$ cat src/rtl/and_equiv_pkg.sv
// and_equiv_pkg
// Shared definitions for the AND-equivalence scheduler.
//   - Default values for the SETTLE and CW parameters.
//   - FSM state encoding.
//   - Width of the settle down-counter. It is wide enough for the legal SETTLE range of 1..15.
//   - Golden reference function for the AND under test.
package and_equiv_pkg;

    localparam int unsigned SettleDefault = 2;
    localparam int unsigned CwDefault     = 8;
    localparam int unsigned SettleCntW    = 4;

    typedef enum logic [1:0] {
        StIdle   = 2'd0,
        StSettle = 2'd1,
        StReport = 2'd2
    } state_e;

    function automatic logic golden_and(input logic a, input logic b);
        return a & b;
    endfunction

endpackage

$ cat src/rtl/and_equiv_settle.sv
// and_equiv_settle
// Settle-window timer with output-stability tracking.
// Ports:
//   clk, rst    : clock and synchronous active-high reset.
//   load_i      : starts a new window, loading the count with SETTLE.
//   active_i    : high on every edge that belongs to the settle window.
//   c_comb_i    : result of the continuous-assignment implementation.
//   c_seq_i     : result of the always-block implementation.
//   done_o      : high on the window edge where the count equals 1 (the sample edge).
//   stable_o    : neither result changed between consecutive window edges,
//                 including the current edge.
module and_equiv_settle
    import and_equiv_pkg::*;
#(
    parameter int unsigned SETTLE = SettleDefault
) (
    input  logic clk,
    input  logic rst,
    input  logic load_i,
    input  logic active_i,
    input  logic c_comb_i,
    input  logic c_seq_i,
    output logic done_o,
    output logic stable_o
);

    logic [SettleCntW-1:0] cnt_q, cnt_d;
    logic                  prev_comb_q, prev_comb_d;
    logic                  prev_seq_q, prev_seq_d;
    logic                  have_prev_q, have_prev_d;
    logic                  stable_q, stable_d;
    logic                  changed;

    // The first edge of a window has nothing to compare against. This is why SETTLE=1 is always
    // reported as stable.
    assign changed  = have_prev_q &&
                      ((c_comb_i != prev_comb_q) || (c_seq_i != prev_seq_q));
    assign done_o   = active_i && (cnt_q == SettleCntW'(1));
    assign stable_o = stable_q && !changed;

    always_comb begin
        cnt_d       = cnt_q;
        prev_comb_d = prev_comb_q;
        prev_seq_d  = prev_seq_q;
        have_prev_d = have_prev_q;
        stable_d    = stable_q;
        if (load_i) begin
            cnt_d       = SettleCntW'(SETTLE);
            have_prev_d = 1'b0;
            stable_d    = 1'b1;
        end else if (active_i) begin
            if (cnt_q != '0) begin
                cnt_d = cnt_q - SettleCntW'(1);
            end
            prev_comb_d = c_comb_i;
            prev_seq_d  = c_seq_i;
            have_prev_d = 1'b1;
            stable_d    = stable_o;
        end
    end

    always_ff @(posedge clk) begin
        if (rst) begin
            cnt_q       <= '0;
            prev_comb_q <= 1'b0;
            prev_seq_q  <= 1'b0;
            have_prev_q <= 1'b0;
            stable_q    <= 1'b1;
        end else begin
            cnt_q       <= cnt_d;
            prev_comb_q <= prev_comb_d;
            prev_seq_q  <= prev_seq_d;
            have_prev_q <= have_prev_d;
            stable_q    <= stable_d;
        end
    end

endmodule

$ cat src/rtl/and_equiv_sched.sv
// and_equiv_sched
// Drives one operand pair to two AND implementations, waits SETTLE cycles, and then checks both
// results against a golden AND. It also checks that neither result moved during the wait.
// Ports:
//   clk, rst               : clock and synchronous active-high reset.
//   in_valid/in_ready      : operand handshake. in_ready is high only in IDLE.
//   in_a, in_b             : operand pair.
//   dp_a, dp_b             : registered operands driven to both implementations.
//   dp_c_comb, dp_c_seq    : results returned by the two implementations.
//   res_valid/res_ready    : result handshake.
//   res_same               : both results equal the golden AND.
//   res_stable             : no result changed during the settle window.
//   clr_cnt                : synchronous clear of both counters. It wins over an increment.
//   test_cnt, mism_cnt     : completed tests and mismatching tests. Both saturate.
module and_equiv_sched
    import and_equiv_pkg::*;
#(
    parameter int unsigned SETTLE = SettleDefault,
    parameter int unsigned CW     = CwDefault
) (
    input  logic          clk,
    input  logic          rst,
    input  logic          in_valid,
    output logic          in_ready,
    input  logic          in_a,
    input  logic          in_b,
    output logic          dp_a,
    output logic          dp_b,
    input  logic          dp_c_comb,
    input  logic          dp_c_seq,
    output logic          res_valid,
    input  logic          res_ready,
    output logic          res_same,
    output logic          res_stable,
    input  logic          clr_cnt,
    output logic [CW-1:0] test_cnt,
    output logic [CW-1:0] mism_cnt
);

    localparam logic [CW-1:0] CntMax = '1;
    localparam logic [CW-1:0] CntOne = CW'(1);

    state_e        state_q, state_d;
    logic          dp_a_q, dp_a_d;
    logic          dp_b_q, dp_b_d;
    logic          golden_q, golden_d;
    logic          res_valid_q, res_valid_d;
    logic          res_same_q, res_same_d;
    logic          res_stable_q, res_stable_d;
    logic [CW-1:0] test_cnt_q, test_cnt_d;
    logic [CW-1:0] mism_cnt_q, mism_cnt_d;

    logic accept;
    logic res_fire;
    logic settle_done;
    logic settle_stable;

    // Keep in_ready low during reset, so that no operand pair is accepted while reset is high.
    assign in_ready = (state_q == StIdle) && !rst;
    assign accept   = in_valid && in_ready;
    assign res_fire = res_valid_q && res_ready;

    and_equiv_settle #(
        .SETTLE (SETTLE)
    ) u_settle (
        .clk      (clk),
        .rst      (rst),
        .load_i   (accept),
        .active_i (state_q == StSettle),
        .c_comb_i (dp_c_comb),
        .c_seq_i  (dp_c_seq),
        .done_o   (settle_done),
        .stable_o (settle_stable)
    );

    always_comb begin
        state_d      = state_q;
        dp_a_d       = dp_a_q;
        dp_b_d       = dp_b_q;
        golden_d     = golden_q;
        res_valid_d  = res_valid_q;
        res_same_d   = res_same_q;
        res_stable_d = res_stable_q;
        test_cnt_d   = test_cnt_q;
        mism_cnt_d   = mism_cnt_q;

        case (state_q)
            StIdle: begin
                if (accept) begin
                    dp_a_d   = in_a;
                    dp_b_d   = in_b;
                    golden_d = golden_and(in_a, in_b);
                    state_d  = StSettle;
                end
            end
            StSettle: begin
                if (settle_done) begin
                    res_same_d   = (dp_c_comb == golden_q) && (dp_c_seq == golden_q);
                    res_stable_d = settle_stable;
                    res_valid_d  = 1'b1;
                    state_d      = StReport;
                end
            end
            StReport: begin
                if (res_fire) begin
                    res_valid_d = 1'b0;
                    state_d     = StIdle;
                    if (test_cnt_q != CntMax) begin
                        test_cnt_d = test_cnt_q + CntOne;
                    end
                    if (!res_same_q && (mism_cnt_q != CntMax)) begin
                        mism_cnt_d = mism_cnt_q + CntOne;
                    end
                end
            end
            default: begin
                state_d = StIdle;
            end
        endcase

        if (clr_cnt) begin
            test_cnt_d = '0;
            mism_cnt_d = '0;
        end
    end

    always_ff @(posedge clk) begin
        if (rst) begin
            state_q      <= StIdle;
            dp_a_q       <= 1'b0;
            dp_b_q       <= 1'b0;
            golden_q     <= 1'b0;
            res_valid_q  <= 1'b0;
            res_same_q   <= 1'b0;
            res_stable_q <= 1'b1;
            test_cnt_q   <= '0;
            mism_cnt_q   <= '0;
        end else begin
            state_q      <= state_d;
            dp_a_q       <= dp_a_d;
            dp_b_q       <= dp_b_d;
            golden_q     <= golden_d;
            res_valid_q  <= res_valid_d;
            res_same_q   <= res_same_d;
            res_stable_q <= res_stable_d;
            test_cnt_q   <= test_cnt_d;
            mism_cnt_q   <= mism_cnt_d;
        end
    end

    assign dp_a       = dp_a_q;
    assign dp_b       = dp_b_q;
    assign res_valid  = res_valid_q;
    assign res_same   = res_same_q;
    assign res_stable = res_stable_q;
    assign test_cnt   = test_cnt_q;
    assign mism_cnt   = mism_cnt_q;

endmodule

$ cat config.mk
export PLATFORM = sky130hd
export DESIGN_NAME = and_equiv_sched
export DESIGN_NICKNAME = d
export VERILOG_FILES = /design/src/rtl/and_equiv_pkg.sv /design/src/rtl/and_equiv_settle.sv /design/src/rtl/and_equiv_sched.sv
export SDC_FILE = /design/constraint.sdc
export NUM_CORES = 1
export LEC_CHECK = 0
export CAP_MARGIN = 30
export CORE_MARGIN = 1
export CORE_UTILIZATION = 45
export DETAILED_ROUTE_END_ITERATION = 8
export PLACE_DENSITY = 0.71
export SLEW_MARGIN = 10
export SYNTH_ARGS = -nofsm -noshare
export SYNTH_HDL_FRONTEND = slang
export SYNTH_SLANG_ARGS = --single-unit
$ cat constraint.sdc
create_clock -name clk -period 1.6 [get_ports clk]
set_clock_uncertainty 0.1 [all_clocks]
set_input_delay 0.24 -clock clk [delete_from_list [all_inputs] [get_ports clk]]
set_output_delay 0.24 -clock clk [all_outputs]
set_load 0.005 [all_outputs]
## After elaboration in Yosys (flattened, before gate mapping)

Index checks and enable logic that the tools add are counted.

- Muxes and demuxes: 10
- $add $sub $neg: 3
- Equality and inequality tests: 12
- Reductions and logical operators: 28
- Bitwise logic cells: 2

Operator list:

| kind | count |
|---|---|
| 8-bit by 1-bit adder with 8-bit output (second input constant) | 2 |
| 8-bit != test (second input constant) | 2 |
| 2-bit two-way mux | 6 |
| 3-bit AND reduction | 4 |
| 2-bit AND reduction | 5 |
| 1-bit logical AND | 8 |
| 2-bit != test (second input constant) | 3 |
| 2-bit one-hot mux with 3 select lines | 1 |
| 2-bit nonzero test | 3 |
| 4-bit by 1-bit equality test with 1-bit output (second input constant) | 1 |
| 4-bit nonzero test | 1 |
| 2-bit OR reduction | 2 |
| 4-bit by 1-bit subtractor with 4-bit output (second input constant) | 1 |
| 1-bit zero test | 3 |
| 1-bit equality test | 2 |
| 2-bit by 1-bit equality test with 1-bit output (second input constant) | 1 |
| 2-bit equality test (second input constant) | 1 |
| 2-bit zero test | 1 |
| 1-bit two-way mux | 2 |
| 1-bit != test | 2 |
| 1-bit one-hot mux with 2 select lines | 1 |
| 1-bit AND | 1 |
| 1-bit logical OR | 1 |
| 1-bit inverter | 1 |

- Bits of input ports: 9
- Flip-flop bits (word level): 32
- Output and inout bits: 22

## Longest topological paths before layout

- Depth in word-level cells: 5
- Mapped depth: 6
- Mapped depth without buffers: 5

## Modules after synthesis

Synthesis repeated with hierarchy kept, for this count alone.

- Cells, all modules: 163
- Area total of the unflattened synthesis: 1458.9 sq um

Modules (own cells, without submodules):

| module | instances | area an instance (sq um) | sequential area each (sq um) | cells each |
|---|---|---|---|---|
| and_equiv_sched | 1 | 1097.3 | 480.5 | 125 |
| and_equiv_settle | 1 | 361.6 | 160.2 | 38 |

## Least setup slack after synthesis

No wires, ideal clock.

- Kind: register to register
- Start point: register mism_cnt_q[0] (netlist: mism_cnt[0])
- End point: register mism_cnt_q[5] (netlist: mism_cnt[5])
- Path buffers: 0
- Period minus slack after synthesis: 1.678 ns
- Required time: 1.372 ns
- Stages on the path, launching flop included: 6
- Path slack: -0.078 ns
- Setup time: 0.128 ns
- Arrival time: 1.450 ns
- Cells stage by stage: dfxtp_1 ha_1 and3_1 a2111oi_1 xnor2_1 nor2_1

- Cells in the longest elaborated chain, start to end: 3
- Elaborated cells on any way between the ends: 4

RTL lines:

| item | line | source |
|---|---|---|
| start, declared | and_equiv_sched.sv:51 | `logic [CW-1:0] mism_cnt_q, mism_cnt_d;` |
| start signal, assigned | and_equiv_sched.sv:147 | `mism_cnt_q <= mism_cnt_d;` |
| branches (longest 3 deep; another with 8-bit by 1-bit adder with 8-bit output) | n/a |  |

Parallel ways; which one is timed is not known.
A chain may end at the register's enable or synchronous reset.

## Worst setup path in the final report

- Start point: register state_q[0]
- End point: register test_cnt_q[4] (netlist: test_cnt[4])

- Cells in the longest elaborated chain, start to end: 2

RTL lines:

| item | line | source |
|---|---|---|
| start, declared | and_equiv_sched.sv:43 | `state_e state_q, state_d;` |
| start signal, assigned | and_equiv_sched.sv:129 | `state_q <= StIdle;` |
| start signal, assigned | and_equiv_sched.sv:139 | `state_q <= state_d;` |
| 2-bit equality test | and_equiv_sched.sv:87 | `case (state_q)` |
| 3-bit AND reduction (no source line) | n/a |  |
| end signal, assigned | and_equiv_sched.sv:146 | `test_cnt_q <= test_cnt_d;` |
| end, declared | and_equiv_sched.sv:50 | `logic [CW-1:0] test_cnt_q, test_cnt_d;` |

No other way between the ends.

==> impl_metrics.tcl <==
set metrics [dict create \
    status "finished clean" \
    path_cells "and4b_4 -> o21ai_2 -> or4b_4 -> a21oi_2" \
    fmax_mhz 638 \
    yosysUniqueCellTypes 43 \
    fin_util 0.705 \
    clockBufferDepth 2 \
    drc_errors 0 \
    drtPass1Iterations 4 \
    async_flop_share 0 \
    drtAntennaViolNets 0 \
    insertion_delay_ns 0.32 \
    min_from "res_ready" \
    synth-edff-count 0 \
    synth_area_um2 1470 \
    crit_path_end_kind "flip-flop" \
    synth_top_area_share 0.436 \
    overflow 0 \
    htreeDepth 2 \
    placementRows 20 \
    hold_viol 0 \
    register_area_um2 682 \
    timing.rr.start "state_q[0]$_SDFFE_PP0P_" \
    finalCritPeriodShare 0.979 \
    syn_to_final_growth_pct 47.7 \
    grt_max_degree 18 \
    fillers 234 \
    cap_violations 0 \
    leakage_nw 0.843 \
    drt-total-wl_um 3320 \
    cts_tree "done" \
    period_needed_ns 1.57 \
    yosys_warnings 0 \
    nets 226 \
    slew_viol_final 0 \
    min_path_cells 4 \
    routedWlPerCell_um 12.8 \
    fp.dieW_um 59.2 \
    cts_hold_buf 0 \
    hp-class "primary input to flip-flop" \
    r2r.worst_path.cells 4 \
    timing_worst_setup_path_type "flip-flop to flip-flop" \
    track_usage 0.225 \
    regToRegSetupSlack_ns 0.03 \
    required_ns 1.76 \
    pre_cts_slack_ns -0.354 \
    hold_end "state_q[1]$_SDFFE_PP0P_" \
    dpl-instance-area_um2 1990 \
    pin_count 31 \
    port_buffers 30 \
    rr_endpoint "test_cnt[4]$_SDFFE_PP0P_" \
    grt_pass1_wl_um 5800 \
    ys.flop_type "dfxtp_1" \
    worst_slack_ns 0.0329 \
    rsz0062_at_grt "yes" \
    setup_violations 0 \
    finalSetupTns_ns 0 \
    relSlewSlack 0.767 \
    fin_area_um2 2170 \
    ys_ff_latch 32 \
    tightest_slew_ns 0.345 \
    p_per_area_nw_per_um2 663 \
    core_um2 3080 \
    max_stage_delay_ns 0.53 \
    cp_slowest_cell "or4b_4" \
    cts-root-buf "clkbuf_4" \
    seq_area_frac_synth 0.436 \
    antenna_found_initial 0 \
    path_max_fanout 4 \
    die-area_um2 3500 \
    hpwl_um 2450 \
    clkSlewWorstSetupHoldPaths_ns 0.09 \
    insertedDiodeCount 0 \
    synthTopCellsByArea "dfxtp_1 (44%), nor2_1 (3.6%), xnor2_1 (3.6%), xor2_1 (3.6%), a21oi_1 (3.4%)" \
    syn_area_per_cell_um2 9.08 \
    start_util 0.478 \
    initialDrtViolationCount 46 \
    startpoint_type "flip-flop" \
    cts_buffers 5 \
    crit_arrival_ns 1.73 \
    die_h_um 59.2 \
    place_congestion 0.793 \
    detail_route.vias_per_cell 5.23 \
    yosysTopAreaCell "dfxtp_1" \
    clock_sinks 32 \
    drive_gt1_frac 0.312 \
    multi_input_area_um2 900 \
    num_vias 1354 \
    grt_pass1_vias 1295 \
    netlist_instances 162 \
    syn-num-nets 173 \
    peakVddDrop_mv 0.439 \
]
==> state kept, by name, indices dropped and copies added, names as in the netlist <==
name                  flops
mism_cnt                  8
test_cnt                  8
u_settle.cnt_q            4
state_q                   2
dp_a                      1
dp_b                      1
golden_q                  1
res_same                  1
res_stable                1
res_valid                 1
u_settle.have_prev_q      1
u_settle.prev_comb_q      1
u_settle.prev_seq_q       1
u_settle.stable_q         1
==> metrics by stage <==
stage / total power [W] / std cells / hold slack, ns
2_1_floorplan: 0.000896 / 162 / 0.249
3_3_place_gp: 0.000955 / 249 / 0.355
3_5_place_dp: 0.000958 / 249 / 0.367
4_1_cts: 0.00147 / 257 / 0.382
5_1_grt: 0.00151 / 259 / 0.242
6_report: 0.00144 / 259 / 0.232
==> timing repair <==
action,4_1_cts,5_1_grt
gates resized for setup,29,17
setup endpoints to repair,21,21
buffers inserted,1,3
pin swaps,3,4
==> cell type report <==
type / instances / area share
Multi-Input combinational cell: 122 / 0.414
Sequential cell: 32 / 0.314
Timing Repair Buffer: 53 / 0.214
Clock buffer: 7 / 0.0300
Tap cell: 44 / 0.0254
Inverter: 1 / 0.00173
==> cells in the mapped netlist, types with 2 or more instances <==
master	count
and3_1	4
mux2i_1	4
nor4b_1	2
nor3_1	8
a31oi_1	3
nand3b_1	3
nor2b_1	3
o21ai_0	9
clkbuf_1	5
a21oi_1	10
dfxtp_1	32
xnor2_1	6
and2_1	2
or4_1	2
nand2_1	11
a2111oi_1	2
o211ai_1	2
xor2_1	6
ha_1	2
nand3_1	6
nor4_1	2
nand2b_1	4
nor2_1	14
==> critical path: cells and delay by family (launching register included) <==
kind | cells | cell delay (ns)
AOI/OAI and AO/OA | 2 | 0.18
DFF | 1 | 0.35
and+or+nand+nor | 2 | 0.88
==> layer usage <==
layer / vias up / global-route usage / wire length [µm]
met3: 6 / 0.0655 / 103
met4: 0 / 0.0782 / 44
met2: 26 / 0.377 / 1660
met1: 629 / 0.275 / 1520
li1: 693 / - / -
met5: - / 0 / 0
==> power breakdown <==
part / switching, W / internal, W
logic: 0.0000547 / 0.0000649
registers: 0.0000118 / 0.000799
clock network: 0.000259 / 0.000249
==> cell usage in the layout, fill, tap and decap left out, drive strengths merged, types with 4 or more instances in the layout <==
cell           netlist  routed
nand2               11      11
xor2                 6       6
o21ai               10      10
buf                  2      23
dfxtp               32      32
nand3                6       6
clkdlybuf4s50        0      21
mux2i                4       4
xnor2                6       6
and3                 4       4
dlygate4sd2          0       8
nand2b               4       4
nor3                 8       8
nor2                14      14
a21oi               10      10
clkbuf               5       7
==> kinds of logic (layout without fill, tap and decap cells) <==
| family | count (synthesis) | count (layout) | synth area share |
|---|---|---|---|
| XOR/XNOR | 12 | 12 | 0.0715 |
| AO/OA/AOI/OAI | 33 | 33 | 0.145 |
| flip-flops | 32 | 32 | 0.436 |
| adder cells (fa/ha/maj) | 2 | 2 | 0.0170 |
| buffers and inverters | 8 | 61 | 0.0238 |
| multiplexers | 4 | 4 | 0.0272 |
| AND/OR/NAND/NOR | 71 | 71 | 0.280 |
==> worst max-delay path by stage <==
stage	startpoint	to	slack [ns]
floorplan	test_cnt[0]$_SDFFE_PP0P_	test_cnt[4]$_SDFFE_PP0P_	0.02
global placement	res_ready	mism_cnt[7]$_SDFFE_PP0P_	-0.30
detailed placement	res_ready	mism_cnt[7]$_SDFFE_PP0P_	-0.35
CTS	res_ready	test_cnt[4]$_SDFFE_PP0P_	0.006
global route	test_cnt[4]$_SDFFE_PP0P_	test_cnt[4]	-0.01
finish	state_q[0]$_SDFFE_PP0P_	test_cnt[4]$_SDFFE_PP0P_	0.03
No activity file was read; power rests on OpenSTA's default activity.
==> patch 1: new RTL, config.mk and constraints unchanged <==
Change the package constant `CwDefault` from 8 to 16.
--- a/src/rtl/and_equiv_pkg.sv
+++ b/src/rtl/and_equiv_pkg.sv
@@ -7,7 +7,7 @@
 package and_equiv_pkg;
 
     localparam int unsigned SettleDefault = 2;
-    localparam int unsigned CwDefault     = 8;
+    localparam int unsigned CwDefault     = 16;
     localparam int unsigned SettleCntW    = 4;
 
     typedef enum logic [1:0] {
Ports: changed (resized mism_cnt and test_cnt); port bits go from 31 to 47. No check against the original RTL was run, so the function may have changed too.
==> patch 1 against the unedited design <==
- the run now ends with setup timing left
- cell area is 97% higher
- clock power is 48% higher
- sequential cell count is 16 higher
- routed wire length grew to 2.7 times the old value
- area after synthesis is 61% higher
- setup slack worse by 340 ps
- total power is 47% higher
- utilization is 14 points higher
- largest power group unchanged
==> patch 1: results (changes against the unedited design) <==
Logic synthesis
  • Synthesized instance count: 283 (was 162)
  • Area fraction of the dominant cell type after synthesis: 40.5% (was 43.6%)
  • Seq/Total Area, Yosys: 40.5% (was 43.6%)
  • Mux contribution to synthesized area: 2.11% (was 2.72%)
  • Synth top cells by count: 48 x dfxtp_1, 31 x nand2_1, 25 x a21oi_1 (was 32 x dfxtp_1, 14 x nor2_1, 11 x nand2_1)
  • Post-Synth XOR/XNOR Area: 1.11% (was 7.15%)
  • Post-Syn Nets: 294 (was 173)

Drt
  • Post-DR wirelength/cell: 17.8 µm (was 12.8 µm)
  • DR vias/cell: 5.87 (was 5.23)
  • Initial DRC count: 150 (was 46)

GRT
  • Gr usage total: 27.7% (was 22.5%)
  • Number of global-route vias before repair: 2,556 (was 1,295)
  • GR Util met3: 4.74% (was 6.55%)
  • First-pass GRT wire length: 11,900 µm (was 5800 µm)
  • Met2 GRT Util: 49.3% (was 37.7%)
  • Largest net degree at the start of global routing: 16 (was 18)

Clocking
  • Clock latency on the worst-skew pair: 300 ps (was 320 ps)
  • Clk root buf: clkbuf_8 (was clkbuf_4)

Placed design
  • Post-Place Cells: 472 (was 249)
  • Final GP Congestion: 0.838 (was 0.793)
  • Placed Area: 0.00354 mm² (was 0.00199 mm²)

Power
  • Sw Ratio: 25.1% (was 22.7%)
  • Leak: 1.94 nW (was 0.843 nW)

Outcome
  • Failing checks: setup timing
  • Status: complete, but fails checks (was finished clean)

Final layout
  • Share of cells above drive strength 1: 47.7% (was 31.2%)

Timing
  • Final setup fails: 28 (was 0)
  • Setup ws final: -311 ps (was 32.9 ps)

Setup path
  • Critical path arrival: 2050 ps (was 1730 ps)
  • Critical path origin: mism_cnt[8] (was state_q[0])
  • RR Endpoint: mism_cnt[15] (was test_cnt[4])
  • Slowest cell on the critical path: or4_1 (was or4b_4)
-- patch 1: repair_timing --
| item | CTS | global route |
|---|---|---|
| gates resized for setup | 68 | 84 |
| pin swaps | 31 | 30 |
| gates cloned | 0 | 0 |
| setup endpoints to repair | 57 | 48 |
| setup buffers | 21 | 9 |
-- patch 1: worst min path at each step --
stage                          from         end  slack (ps)
after global routing      res_ready  state_q[1]         390
after floorplan                in_a        dp_a         250
after global placement         dp_b        dp_b         350
after CTS                 res_ready  state_q[1]         360
after detailed placement       dp_b        dp_b         360
final                     res_ready  state_q[1]         370
-- patch 1: area by class of cell --
cell class              count  area, µm²
multi-input cells         214       1700
repair buffers            154       1340
flip-flops and latches     48       1020
fillers                   282        798
well taps                  70       87.6
clock buffers               6       72.6
inverters                  10       40.0
clock inverters             2       16.3
-- patch 1: power groups by stage --
stage | clock network [W] | logic, W | registers, W
2_1_floorplan | 0 | 0.0000669 | 0.00125
3_3_place_gp | 0 | 0.000144 | 0.00125
3_5_place_dp | 0 | 0.000146 | 0.00125
4_1_cts | 0.000743 | 0.000146 | 0.00122
5_1_grt | 0.000808 | 0.000166 | 0.00121
6_report | 0.000753 | 0.000153 | 0.00121
-- patch 1: per-layer routing --
| layer | part of all wire, % | vias up |
|---|---|---|
| li1 | - | 1399 |
| met1 | 39 | 1398 |
| met2 | 52 | 123 |
| met3 | 4.7 | 36 |
| met4 | 3.7 | 0 |
| met5 | 0 | - |
-- patch 1: per-stage QoR --
step | utilization, % | total power [W]
after floorplan | - | 0.00131
after global placement | 69.7 | 0.00139
final | 84.3 | 0.00212
after global routing | 84.3 | 0.00219
after detailed placement | 69.7 | 0.00139
after CTS | 76.7 | 0.00211
-- patch 1: tightest hold or removal path, cell delays in order --
cell and delay, ps:
dlygate4sd2_1 280, nand2_1 70, nand3b_1 70, a21oi_1 60
==> patch 2: new RTL, same flow settings <==
Without the edit above. Put one more register stage on the output `test_cnt`, without a reset. The value now appears one clock later. The other outputs are not delayed to match.
--- a/src/rtl/and_equiv_sched.sv
+++ b/src/rtl/and_equiv_sched.sv
@@ -153,7 +153,9 @@
     assign res_valid  = res_valid_q;
     assign res_same   = res_same_q;
     assign res_stable = res_stable_q;
-    assign test_cnt   = test_cnt_q;
+    always_ff @(posedge clk) begin
+        test_cnt <= test_cnt_q;
+    end
     assign mism_cnt   = mism_cnt_q;
 
 endmodule
Formal check against the unedited RTL: not equivalent (Yosys sat finds a counterexample within 10 cycles, from zero or initial values and one cycle with rst high).
==> patch 2 against the unedited design <==
- the flow now finishes with violations (setup timing)
- setup slack worse by 81 ps
- non-clock buffer count is 15 higher
- sequential cell count rose by 8
- area after synthesis up 12%
- cell count grew 11%
- critical path type unchanged
- cell area increased by 10%
- routed wire length up 16%
- global-route usage down 0.59 points
- die area up 11%
- clock power grew 3%
- total power is 17% higher
- sequential share of layout area grew 3.2 points
- synthesized cell count increased by 5.6%
==> patch 2: results (changes against the unedited design) <==
Outcome
  • Status: complete, but fails checks (was finished clean)
  • Failing checks: setup timing

Worst hold path
  • Cell depth of the worst hold path: 0 (was 4)
  • Hold Crit Class: register to register (was input pin to register)
  • Hold path start: test_cnt_q[6] (was res_ready)
  • Worst hold endpoint: test_cnt[6] (was state_q[1])

Final layout
  • # nets final: 251 (was 226)
  • Seq/total area: 34.6% (was 31.4%)
  • Fill count: 267 (was 234)
  • Multi-input comb cells: 124 (was 122)
  • Buffering overhead: 24.6% (was 21.4%)
  • Nonclk inv count: 1 (unchanged)
  • Share of cells above drive strength 1: 31.5% (was 31.2%)
  • Flip-flop and latch count: 40 (was 32)
  • Multi-input gate area: 857 µm² (was 900 µm²)
  • Fin cells: 287 (was 259)
  • Signal buffers: 68 (was 53)
  • CLK BUF: 8 (was 7)

Drt
  • Wire length on met3: 176 µm (was 103 µm)
  • Initial DRC count: 66 (was 46)
  • DR vias/cell: 5.16 (was 5.23)
  • Routed WL: 3870 µm (was 3320 µm)
  • Metal-1 WL: 1530 µm (was 1520 µm)
  • Wire length on met2: 2110 µm (was 1660 µm)

GRT
  • GR Util met3: 5.47% (was 6.55%)
  • Met1 track utilization from global routing: 25.1% (was 27.5%)
  • Gr usage total: 21.9% (was 22.5%)
  • Number of global-route vias before repair: 1,393 (was 1,295)
  • Met2 GRT Util: 39.3% (was 37.7%)
  • Largest net degree at the start of global routing: 17 (was 18)

Logic synthesis
  • Synth async-reset ratio: 0% (unchanged)
  • Count of different cell masters after synthesis: 42 (was 43)
  • Seq/Total Area, Yosys: 48.8% (was 43.6%)
  • Synth top cells by count: 40 x dfxtp_1, 21 x nor2_1, 16 x nand2_1 (was 32 x dfxtp_1, 14 x nor2_1, 11 x nand2_1)
  • Synthesized instance count: 171 (was 162)
  • Post-Syn Nets: 182 (was 173)
  • Largest cells by area after synthesis: dfxtp_1 49%, nor2_1 4.8%, a21oi_1 3.7% (was dfxtp_1 44%, nor2_1 3.6%, xnor2_1 3.6%)

Timing
  • Setup ws final: -47.7 ps (was 32.9 ps)
  • Headroom to the max-slew limit: 76.1% (was 76.7%)
  • Final setup fails: 3 (was 0)
  • Final setup TNS: -97.6 ps (was 0 ps)

Setup path
  • Crit-path max cell delay: 460 ps (was 530 ps)
  • RR Endpoint: mism_cnt[5] (was test_cnt[4])
  • Slowest cell on the critical path: a2111oi_4 (was or4b_4)
  • Critical path arrival: 1800 ps (was 1730 ps)
  • R2r startpoint: mism_cnt[6] (was state_q[0])
  • Delay-heaviest family, CP: compound AO/OA/AOI/OAI gates (was simple AND/OR/NAND/NOR gates)

Clocking
  • Clock latency on the worst-skew pair: 340 ps (was 320 ps)
  • Clock transition at path regs: 110 ps (was 90 ps)
  • Clk buf depth: 2 (unchanged)

Placed design
  • Final GP Congestion: 0.845 (was 0.793)
  • Pre-CTS setup slack: -363 ps (was -354 ps)
  • Detailed placer's ending HPWL: 2760 µm (was 2450 µm)
  • Post-Place Cells: 274 (was 249)

Power
  • Worst IR drop on VDD: 0.000677 V (was 0.000439 V)
  • Leak: 1.05 nW (was 0.843 nW)
-- patch 2: changes by cell type after synthesis, moves of 3 or more --
cell,delta
nor2b_1,-3
nor2_1,+7
nand2_1,+5
xnor2_1,-3
dfxtp_1,+8
-- patch 2: what timing repair did --
item	in CTS	in global routing
endpoints found under the setup margin	17	16
setup buffers	4	1
gates cloned	0	0
pin swaps	1	3
gates resized for setup	24	12
-- patch 2: power by group --
part	switching, W	internal (W)
sequential	0.0000133	0.00100
combinational	0.0000628	0.0000715
clock	0.000307	0.000217
total	0.000383	0.00129
-- patch 2: stage by stage --
| stage | total power, W | area (µm²) | hold WS (ps) |
|---|---|---|---|
| 2_1_floorplan | 0.00111 | 1660 | 249 |
| 3_3_place_gp | 0.00117 | 2250 | 272 |
| 3_5_place_dp | 0.00118 | 2250 | 287 |
| 4_1_cts | 0.00168 | 2350 | 299 |
| 5_1_grt | 0.00175 | 2400 | 302 |
| 6_report | 0.00168 | 2400 | 298 |
-- patch 2: worst max path at each step --
stage / start / to / slack, ps / depth (start not counted)
5_1_grt: mism_cnt[1] / mism_cnt[5] / -100 / 5
4_1_cts: mism_cnt[1] / mism_cnt[5] / -40 / 5
2_1_floorplan: mism_cnt[0] / mism_cnt[5] / 6 / 5
3_3_place_gp: res_ready / mism_cnt[5] / -250 / 5
6_report: mism_cnt[6] / mism_cnt[5] / -50 / 4
3_5_place_dp: res_ready / mism_cnt[5] / -360 / 5
-- patch 2: cell families (layout without fill, tap and decap cells) --
kind of cell	count (synthesis)	count (layout)	share of synthesized area, %
AOI/OAI and AO/OA	37	37	16.2
muxes	4	4	2.44
buffers and inverters	7	77	2.13
adders and majority gates	2	2	1.53
DFF	40	40	48.8
xor gates and xnor gates	9	9	4.81
and+or+nand+nor	72	72	24.1
